[src/rtl/uart_pkg.sv]
// Shared constants for the UART receive path.
// Frame parser state encoding and receiver framing defaults.
package uart_pkg;

  typedef enum logic [1:0] {
    ST_IDLE    = 2'd0,
    ST_PAYLOAD = 2'd1,
    ST_CHECK   = 2'd2
  } frame_state_t;

  localparam logic [7:0]  SYNC_BYTE_DEF = 8'hA5;

  localparam int unsigned RX_OVERSAMPLE = 16;
  localparam int unsigned RX_DATA_BITS  = 8;
  localparam int unsigned RX_STOP_BITS  = 1;

endpackage

[src/rtl/uart_frame_parser_strobe_edge.sv]
// Rising-edge detector for a level-held valid.
// One pulse per low-to-high transition, however long the level stays high.
module strobe_edge (
  input  logic clk,
  input  logic rst,
  input  logic i_level,
  output logic o_pulse
);

  logic lvl_q;
  logic lvl_d;

  assign lvl_d   = i_level;
  assign o_pulse = i_level & ~lvl_q;

  always_ff @(posedge clk) begin
    if (!rst) lvl_q <= 1'b0;
    else      lvl_q <= lvl_d;
  end

endmodule

[src/rtl/uart_frame_parser.sv]
// Sync-byte framed payload parser with XOR checksum and timeout.
// Presents each good payload as one parallel word with a strobe.
module uart_frame_parser
  import uart_pkg::*;
#(
  parameter logic [7:0] SYNC_BYTE   = SYNC_BYTE_DEF,
  parameter int         PAYLOAD_LEN = 4,
  parameter int         TIMEOUT_CYC = 5000
) (
  input  logic                     clk,
  input  logic                     rst,
  input  logic                     iValid,
  input  logic [7:0]               iData,
  output logic                     oFrameValid,
  output logic [8*PAYLOAD_LEN-1:0] oPayload,
  output logic                     oCrcErr,
  output logic                     oTimeout,
  output logic                     oBusy
);

  localparam int         PW       = 8 * PAYLOAD_LEN;
  localparam logic [4:0] IDX_LAST = 5'(PAYLOAD_LEN - 1);
  localparam logic [15:0] TMO_LAST = 16'(TIMEOUT_CYC - 1);

  frame_state_t state_q, state_d;
  logic [4:0]   idx_q, idx_d;
  logic [7:0]   acc_q, acc_d;
  logic [15:0]  cnt_q, cnt_d;
  logic [PW-1:0] shadow_q, shadow_d;
  logic [PW-1:0] pay_q, pay_d;
  logic         fv_q, fv_d;
  logic         crc_q, crc_d;
  logic         to_q, to_d;
  logic         ev;

  strobe_edge u_edge (
    .clk     (clk),
    .rst     (rst),
    .i_level (iValid),
    .o_pulse (ev)
  );

  always_comb begin
    state_d  = state_q;
    idx_d    = idx_q;
    acc_d    = acc_q;
    cnt_d    = cnt_q;
    shadow_d = shadow_q;
    pay_d    = pay_q;
    fv_d     = 1'b0;
    crc_d    = 1'b0;
    to_d     = 1'b0;

    unique case (state_q)
      ST_IDLE: begin
        cnt_d = '0;
        if (ev && iData == SYNC_BYTE) begin
          state_d = ST_PAYLOAD;
          idx_d   = '0;
          acc_d   = '0;
        end
      end
      ST_PAYLOAD: begin
        if (ev) begin
          for (int i = 0; i < PAYLOAD_LEN; i++)
            if (idx_q == 5'(i)) shadow_d[8*i +: 8] = iData;
          acc_d = acc_q ^ iData;
          idx_d = idx_q + 5'd1;
          if (idx_q == IDX_LAST) state_d = ST_CHECK;
        end
      end
      ST_CHECK: begin
        if (ev) begin
          state_d = ST_IDLE;
          if (iData == acc_q) begin
            pay_d = shadow_q;
            fv_d  = 1'b1;
          end else begin
            crc_d = 1'b1;
          end
        end
      end
      default: state_d = ST_IDLE;
    endcase

    // An event always beats a coinciding timeout.
    if (state_q != ST_IDLE) begin
      if (ev) begin
        cnt_d = '0;
      end else if (cnt_q == TMO_LAST) begin
        to_d    = 1'b1;
        state_d = ST_IDLE;
        cnt_d   = '0;
      end else begin
        cnt_d = cnt_q + 16'd1;
      end
    end
  end

  always_ff @(posedge clk) begin
    if (!rst) begin
      state_q  <= ST_IDLE;
      idx_q    <= '0;
      acc_q    <= '0;
      cnt_q    <= '0;
      shadow_q <= '0;
      pay_q    <= '0;
      fv_q     <= 1'b0;
      crc_q    <= 1'b0;
      to_q     <= 1'b0;
    end else begin
      state_q  <= state_d;
      idx_q    <= idx_d;
      acc_q    <= acc_d;
      cnt_q    <= cnt_d;
      shadow_q <= shadow_d;
      pay_q    <= pay_d;
      fv_q     <= fv_d;
      crc_q    <= crc_d;
      to_q     <= to_d;
    end
  end

  assign oFrameValid = fv_q;
  assign oCrcErr     = crc_q;
  assign oTimeout    = to_q;
  assign oPayload    = pay_q;
  assign oBusy       = (state_q == ST_PAYLOAD) || (state_q == ST_CHECK);

endmodule

[config.mk]
export PLATFORM = sky130hd
export DESIGN_NAME = uart_frame_parser
export DESIGN_NICKNAME = d
export VERILOG_FILES = /design/src/rtl/uart_pkg.sv /design/src/rtl/uart_frame_parser_strobe_edge.sv /design/src/rtl/uart_frame_parser.sv
export SDC_FILE = /design/constraint.sdc
export NUM_CORES = 1
export LEC_CHECK = 0
export BUFFER_PORTS_ARGS = -buffer_cell sky130_fd_sc_hd__buf_2
export CORE_MARGIN = 5
export CORE_UTILIZATION = 62
export CTS_CLUSTER_SIZE = 16
export DETAILED_ROUTE_END_ITERATION = 12
export GPL_TIMING_DRIVEN = 0
export PLACE_DENSITY = 0.84
export SLEW_MARGIN = 20
export SYNTH_ARGS = -nofsm -noshare
export SYNTH_HDL_FRONTEND = slang
export SYNTH_SLANG_ARGS = --single-unit
[constraint.sdc]
create_clock -name clk -period 3.92 [get_ports clk]
set_input_delay 0.196 -clock clk [delete_from_list [all_inputs] [get_ports clk]]
set_output_delay 0.196 -clock clk [all_outputs]
set_load 0.02 [all_outputs]
==> results of run 1 <==
-- power by group --
group	switching, µW	internal (µW)	total [µW]
registers	0.881	1010	1010
clock network	359	254	613
logic	41.3	17.3	58.6
-- per-layer routing --
metal  GRT usage (%)  vias to the layer above  wire (µm)  share of wire, %
met2            38.9                       59       4650                51
met1            26.7                     1586       3960                43
met3            5.61                       15        388               4.2
met4            7.33                        0        150               1.6
met5               0                        -          0                 0
li1                -                     1614          -                 -
-- layout by cell type, fill, tap and decap left out, types with 5 or more instances in the layout --
cell type / instances
sky130_fd_sc_hd__dfxtp_1: 99
sky130_fd_sc_hd__ha_1: 9
sky130_fd_sc_hd__buf_2: 45
sky130_fd_sc_hd__o21ai_0: 10
sky130_fd_sc_hd__clkbuf_8: 10
sky130_fd_sc_hd__nand2_1: 77
sky130_fd_sc_hd__nor3_1: 5
sky130_fd_sc_hd__inv_1: 13
sky130_fd_sc_hd__nand3_1: 12
sky130_fd_sc_hd__clkbuf_1: 20
sky130_fd_sc_hd__nor2_1: 26
sky130_fd_sc_hd__mux2i_1: 64
sky130_fd_sc_hd__nor2b_1: 33
sky130_fd_sc_hd__xor2_1: 6
sky130_fd_sc_hd__or3_1: 7
sky130_fd_sc_hd__xnor2_1: 20
sky130_fd_sc_hd__a21oi_1: 9
-- final cells by class --
type | instances | area [µm²] | share of cell area [%]
tap | 80 | 100 | 2.10
inverter | 13 | 48.8 | 1.03
sequential | 99 | 1980 | 41.7
clock inverter | 6 | 47.5 | 0.999
timing repair buffer | 43 | 215 | 4.52
multi-input combinational | 313 | 2110 | 44.3
buffer | 26 | 119 | 2.50
clock buffer | 10 | 138 | 2.89
-- logic make-up after synthesis --
group | share of synthesized area (%)
flip-flops | 46.5
multiplexers | 15.0
AND/OR/NAND/NOR | 22.9
AO/OA/AOI/OAI | 3.61
buffers and inverters | 3.94
XOR/XNOR | 5.35
adder cells (fa/ha/maj) | 2.64
-- Yosys cell counts, drive strengths merged, types with 4 or more instances --
| library cell | count | share of area (%) |
|---|---|---|
| nand4b | 4 | 0.82 |
| nand2 | 77 | 6.8 |
| or3 | 7 | 1.0 |
| o21ai | 10 | 1.2 |
| buf | 6 | 1.0 |
| nor2b | 33 | 4.8 |
| mux2i | 64 | 15 |
| nor2 | 26 | 2.3 |
| inv | 13 | 1.1 |
| clkbuf | 20 | 1.8 |
| xnor2 | 20 | 4.1 |
| ha | 9 | 2.6 |
| a21oi | 9 | 1.1 |
| xor2 | 6 | 1.2 |
| nor3 | 5 | 0.59 |
| nand3 | 13 | 1.6 |
| nor4 | 5 | 1.1 |
| dfxtp | 99 | 47 |
| nand4 | 4 | 0.59 |
-- sequential cells by signal, indices dropped and copies added, names as in the netlist --
| register | flops |
|---|---|
| oPayload | 32 |
| shadow_q | 32 |
| cnt_q | 16 |
| acc_q | 8 |
| idx_q | 5 |
| state_q | 2 |
| oCrcErr | 1 |
| oFrameValid | 1 |
| oTimeout | 1 |
| u_edge.lvl_q | 1 |
-- through the flow --
stage / area [µm²] / utilization, % / hold slack [ps] / worst slack (ps)
3_5_place_dp: 4570 / 67.7 / 443 / 1620
4_1_cts: 4760 / 70.4 / 113 / 1590
2_1_floorplan: 4260 / - / 333 / 2020
3_3_place_gp: 4570 / 67.7 / 428 / 1690
6_report: 4760 / 70.4 / 126 / 1590
5_1_grt: 4760 / 70.4 / 141 / 1380
-- final timing paths --
check / start / to / slack, ps / cells after the start
worst min register to register: oPayload[25]$_SDFFE_PN0P_ / oPayload[25]$_SDFFE_PN0P_ / 460 / 2
worst max register to register: state_q[1]$_SDFF_PN0_ / acc_q[2]$_SDFFE_PN0P_ / 1590 / 8
worst max-delay path: state_q[1]$_SDFF_PN0_ / acc_q[2]$_SDFFE_PN0P_ / 1590 / 8
worst min-delay path: iValid / u_edge.lvl_q$_SDFF_PN0_ / 130 / 2
==> insert_results.sql, run 1 <==
INSERT INTO impl_metrics (metric_group, metric, value, unit) VALUES
('clock_tree', 'max-clock-path-buffers', '2', ''),
('synthesis', 'yosys.cell_types.count', '42', ''),
('sta', 'setup_viol', '0', ''),
('layout', 'n_diodes', '0', ''),
('synthesis', 'synth_sequential_area_ratio', '46.5', '%'),
('synthesis', 'netlist_instances', '451', ''),
('place', 'placement.io_buffers', '43', ''),
('synthesis', 'synthesis.yosys.warnings', '0', ''),
('sta', 'report.final.slew_viol_count', '0', ''),
('critical_path', 'critPathTopFamily', 'compound AO/OA/AOI/OAI gates', ''),
('clock_tree', 'clk-insertion-delay-late', '370', 'ps'),
('critical_path', 'worstSetupEndpointType', 'register', ''),
('floorplan', 'initial_utilization', '63.0', '%'),
('synthesis', 'syn-cell-area', '4260', 'µm²'),
('clock_tree', 'cts_root_buf', 'sky130_fd_sc_hd__clkbuf_8', ''),
('detailed_routing', 'vias', '3274', ''),
('layout', 'areaGrowthSynthToFinish', '11.8', '%'),
('critical_path', 'timing.setup.critical_path_class', 'register to register', ''),
('sta', 'rsz0062_at_grt', 'no', ''),
('detailed_routing', 'dr.pass1.iters', '4', ''),
('floorplan', 'die_area', '8620', 'µm²'),
('global_route', 'vias_in_the_first_global_route', '3188', ''),
('layout', 'num-fill-cells', '495', ''),
('clock_tree', 'cts_num_sinks', '99', ''),
('clock_tree', 'cts_htree_levels', '3', ''),
('global_route', 'grt_usage', '22.3', '%'),
('power', 'power.density_cell_area', '353', 'nW/µm²'),
('critical_path', 'critical-path-max-stage-delay', '490', 'ps'),
('critical_path', 'worstPathBufferInverterCount', '3', ''),
('critical_path', 'max_stage_delay_cell_worst_path', 'sky130_fd_sc_hd__a41oi_1', ''),
('sta', 'layout_min_cycle_time', '2330', 'ps'),
('detailed_routing', 'post-route-drc-count', '0', ''),
('floorplan', 'core_region_area', '6760', 'µm²'),
('sta', 'fmaxAchievable', '0.429', 'GHz'),
('sta', 'finalClockSkew', '16.1', 'ps'),
('clock_tree', 'clkSlewWorstSetupHoldPaths', '90', 'ps'),
('clock_tree', 'cts_setup_buffers', '0', ''),
('power', 'finalPower', '1680', 'µW'),
('global_route', 'global_route_wire_length_before_repair', '15.2', 'mm'),
('critical_path', 'cp_data_arrival_time', '2620', 'ps'),
('detailed_routing', 'viasPerCell', '5.55', ''),
('layout', 'post_route_cells_drive_above_1_share', '13.7', '%'),
('sta', 'max_slew.worst_pin.slew', '842', 'ps'),
('layout', 'fin_nets', '525', ''),
('synthesis', 'ys_seq_elements', '99', ''),
('layout', 'layoutNonFillerInstCount', '590', ''),
('detailed_routing', 'drt_wl_total', '9.15', 'mm'),
('floorplan', 'chipHeight', '92.9', 'µm'),
('detailed_routing', 'drt.antenna.violating_nets', '0', ''),
('synthesis', 'avgSynthCellArea', '9.44', 'µm²'),
('flow_run', 'drv.max_cap_violation_count', '0', ''),
('outcome', 'run_status', 'finished clean', ''),
('hold_path', 'hold_path_class', 'input pin to register', ''),
('place', 'dp_hpwl', '6.62', 'mm'),
('synthesis', 'ys_async_sr_fraction', '0', '%'),
('sta', 'final_hold_viol_count', '0', ''),
('global_route', 'grt_antenna_before_repair', '0', ''),
('clock_tree', 'postCtsResizedCells', '0', ''),
('synthesis', 'number_of_enable_flip_flop_cells_after_synthesis', '0', ''),
('power', 'worst_ir_drop_vdd', '0.279', 'mV'),
('clock_tree', 'cts_inserted_buffers', '9', ''),
('sta', 'timing.setup.tns', '0', 'ps'),
('clock_tree', 'holdBufCountCts', '0', ''),
('floorplan', 'horizontal_die_dimension', '92.9', 'µm'),
('place', 'dp_cells', '574', ''),
('critical_path', 'critical_path_required', '4210', 'ps'),
('global_route', 'overflow', '0', ''),
('sta', 'share_of_the_clock_period_used_by_the_worst_path_after_layout', '59.5', '%'),
('detailed_routing', 'avgRoutedWirePerCell', '15.5', 'µm'),
('sta', 'maxSlewHeadroom', '43.1', '%'),
('critical_path', 'cp_cell_sequence', 'inv_1, ha_1, clkbuf_1, and4bb_1, a41oi_1, buf_2, o21ai_0, a21oi_1', ''),
('synthesis', 'synth_flop_cell', 'sky130_fd_sc_hd__dfxtp_1', ''),
('detailed_routing', 'drtIter0Drc', '207', ''),
('clock_tree', 'cts_tree', 'yes', ''),
('power', 'static-leakage-power', '0.00189', 'µW'),
('place', 'gpl.final_weighted_congestion', '0.908', ''),
('floorplan', 'io_pins', '47', ''),
('global_route', 'grt_start_max_net_pins', '18', ''),
('synthesis', 'syn-num-nets', '471', ''),
('floorplan', 'rows', '30', ''),
('critical_path', 'crit_fanout', '10', ''),
('critical_path', 'critPathLaunchType', 'register', '');
(Power assumes the default switching activity.)
==> inputs of run 2 (changes only) <==
--- a/config.mk
+++ b/config.mk
@@ -7,11 +7,11 @@
 export LEC_CHECK = 0
 export BUFFER_PORTS_ARGS = -buffer_cell sky130_fd_sc_hd__buf_2
 export CORE_MARGIN = 5
-export CORE_UTILIZATION = 62
+export CORE_UTILIZATION = 58
 export CTS_CLUSTER_SIZE = 16
 export DETAILED_ROUTE_END_ITERATION = 12
 export GPL_TIMING_DRIVEN = 0
-export PLACE_DENSITY = 0.84
+export PLACE_DENSITY = 0.79
 export SLEW_MARGIN = 20
 export SYNTH_ARGS = -nofsm -noshare
 export SYNTH_HDL_FRONTEND = slang
==> constraint.sdc (replaced) <==
create_clock -name clk -period 2.4 [get_ports clk]
set_input_delay 0.12 -clock clk [delete_from_list [all_inputs] [get_ports clk]]
set_output_delay 0.12 -clock clk [all_outputs]
set_load 0.02 [all_outputs]
==> insert_results.sql, run 2 (synthesis gave the netlist of run 1 again) <==
INSERT INTO impl_metrics (metric_group, metric, value, unit) VALUES
('global_route', 'global_route_wire_length_before_repair', '14.3', 'mm'),
('place', 'placement.io_buffers', '43', ''),
('global_route', 'vias_in_the_first_global_route', '3025', ''),
('outcome', 'run_status', 'finished clean', ''),
('place', 'dp_hpwl', '6.34', 'mm'),
('detailed_routing', 'dr.max_layer_used', 'met4', ''),
('sta', 'share_of_the_clock_period_used_by_the_worst_path_after_layout', '90.8', '%'),
('clock_tree', 'clkSlewWorstSetupHoldPaths', '100', 'ps'),
('detailed_routing', 'drt_wl_total', '8.86', 'mm'),
('flow_run', 'drv.max_cap_violation_count', '0', ''),
('hold_path', 'hold_path_class', 'input pin to register', ''),
('critical_path', 'max_stage_delay_cell_worst_path', 'sky130_fd_sc_hd__nor4b_1', ''),
('detailed_routing', 'drtIter0Drc', '156', ''),
('power', 'clock_power_share', '39.0', '%'),
('layout', 'post_route_cells_drive_above_1_share', '13.9', '%'),
('detailed_routing', 'avgRoutedWirePerCell', '14.6', 'µm'),
('global_route', 'grt_usage', '20.3', '%'),
('critical_path', 'critical-path-max-stage-delay', '840', 'ps'),
('clock_tree', 'cts_htree_levels', '3', ''),
('critical_path', 'worstSetupEndpointType', 'register', ''),
('critical_path', 'cp_data_arrival_time', '2440', 'ps'),
('floorplan', 'io_pins', '47', ''),
('detailed_routing', 'dr.pass1.iters', '4', ''),
('power', 'netSwitchingFraction', '23.8', '%'),
('power', 'power.switching', '680', 'µW'),
('sta', 'report.final.slew_viol_count', '0', ''),
('detailed_routing', 'viasPerCell', '5.19', ''),
('layout', 'layout_common_cells', 'sky130_fd_sc_hd__dfxtp_1, sky130_fd_sc_hd__nand2_1, sky130_fd_sc_hd__mux2i_1', ''),
('critical_path', 'crit_fanout', '8', ''),
('floorplan', 'core_region_area', '7210', 'µm²'),
('detailed_routing', 'routed-wl-met3', '346', 'µm'),
('detailed_routing', 'met2RoutedLength', '4.19', 'mm'),
('layout', 'postLayoutCellArea', '4810', 'µm²'),
('sta', 'timing.setup.tns', '0', 'ps'),
('clock_tree', 'cts_root_buf', 'sky130_fd_sc_hd__clkbuf_8', ''),
('layout', 'n_diodes', '0', ''),
('sta', 'finalClockSkew', '16.3', 'ps'),
('power', 'power.density_cell_area', '593', 'nW/µm²'),
('critical_path', 'timing.setup.critical_path_class', 'register to register', ''),
('power', 'worst_ir_drop_vdd', '0.328', 'mV'),
('sta', 'fmaxAchievable', '0.459', 'GHz'),
('layout', 'fin_nets', '525', ''),
('critical_path', 'cp_cell_sequence', 'nor4b_1, nand4b_1, clkbuf_1, mux2i_1, nor2b_1', ''),
('global_route', 'grt_antenna_before_repair', '0', ''),
('global_route', 'overflow', '0', ''),
('detailed_routing', 'vias', '3161', ''),
('sta', 'rsz0062_at_grt', 'no', ''),
('layout', 'areaGrowthSynthToFinish', '13.0', '%'),
('sta', 'max_slew.worst_pin.slew', '946', 'ps'),
('clock_tree', 'cts_tree', 'yes', ''),
('layout', 'final_common_cell', 'sky130_fd_sc_hd__dfxtp_1', ''),
('clock_tree', 'cts_inserted_buffers', '9', ''),
('power', 'power_report.internal_total', '2170', 'µW'),
('sta', 'maxSlewHeadroom', '36.1', '%'),
('critical_path', 'critPathTopFamily', 'simple AND/OR/NAND/NOR gates', ''),
('critical_path', 'worstPathBufferInverterCount', '1', ''),
('place', 'gpl.final_weighted_congestion', '0.871', ''),
('floorplan', 'horizontal_die_dimension', '95.7', 'µm'),
('clock_tree', 'clk-insertion-delay-late', '370', 'ps'),
('floorplan', 'initial_utilization', '59.0', '%'),
('critical_path', 'critical_path_required', '2660', 'ps'),
('global_route', 'grt_start_max_net_pins', '19', ''),
('layout', 'post-route-util', '66.7', '%'),
('power', 'seq_power_share', '57.6', '%'),
('clock_tree', 'max-clock-path-buffers', '2', ''),
('detailed_routing', 'drt.antenna.violating_nets', '0', ''),
('floorplan', 'rows', '31', ''),
('detailed_routing', 'detail_route.wirelength.met1', '4.23', 'mm'),
('sta', 'layout_min_cycle_time', '2180', 'ps'),
('clock_tree', 'cts_num_sinks', '99', ''),
('clock_tree', 'holdBufCountCts', '0', ''),
('place', 'postPlaceCellArea', '4600', 'µm²'),
('floorplan', 'chipHeight', '95.7', 'µm'),
('critical_path', 'critPathLaunchType', 'register', ''),
('power', 'static-leakage-power', '0.00190', 'µW'),
('floorplan', 'die_area', '9150', 'µm²'),
('detailed_routing', 'post-route-drc-count', '0', ''),
('sta', 'setup_viol', '0', ''),
('power', 'share_comb_of_total_power', '3.4', '%'),
('sta', 'final_hold_viol_count', '0', '');
-- run 2: power groups by stage --
| stage | clock, µW | combinational, µW | sequential, µW |
|---|---|---|---|
| 2_1_floorplan | 0 | 55.2 | 1680 |
| 3_3_place_gp | 0 | 94.2 | 1680 |
| 3_5_place_dp | 0 | 95.3 | 1680 |
| 4_1_cts | 1130 | 95.5 | 1640 |
| 5_1_grt | 1200 | 104 | 1640 |
| 6_report | 1110 | 96.1 | 1640 |
-- run 2: worst register-to-register path, stage by stage, from the launching register on --
cell and delay (ps):
sky130_fd_sc_hd__dfxtp_1 360, sky130_fd_sc_hd__nor4b_1 840, sky130_fd_sc_hd__nand4b_1 210, sky130_fd_sc_hd__clkbuf_1 330, sky130_fd_sc_hd__mux2i_1 260, sky130_fd_sc_hd__nor2b_1 70
-- run 2: area by class of cell --
type	count	area, µm²
timing repair buffer	43	215
clock buffer	9	124
buffer	26	119
tap	99	124
inverter	13	48.8
fill	609	2400
multi-input combinational	313	2120
clock inverter	7	82.6
sequential	99	1980
-- run 2: through the flow --
stage	setup WS [ps]	power [µW]	hold slack (ps)	instances
6_report	221	2850	27.1	609
5_1_grt	33.3	2950	57.8	609
4_1_cts	172	2870	17.9	609
3_5_place_dp	190	1780	406	593
3_3_place_gp	195	1780	401	593
2_1_floorplan	501	1740	257	451
-- run 2: path summary, 6_finish.rpt --
path / cells after the start / slack (ps) / startpoint / to
min: 2 / 30 / iValid / u_edge.lvl_q$_SDFF_PN0_
max reg2reg: 5 / 220 / idx_q[2]$_SDFFE_PN0P_ / shadow_q[15]$_SDFFE_PN0P_
max: 5 / 220 / idx_q[2]$_SDFFE_PN0P_ / shadow_q[15]$_SDFFE_PN0P_
min reg2reg: 1 / 460 / cnt_q[0]$_SDFF_PN0_ / cnt_q[0]$_SDFF_PN0_
-- run 2: metal layers --
metal / vias up / GRT usage (%)
met1: 1480 / 26.7
met5: - / 0
met3: 9 / 3.24
met2: 67 / 33.4
li1: 1605 / -
met4: 0 / 7.46
-- run 2: what timing repair did --
item / in CTS / in global routing
resized for setup: 0 / 1
endpoints found under the setup margin: 0 / 6
setup buffers: 0 / 0
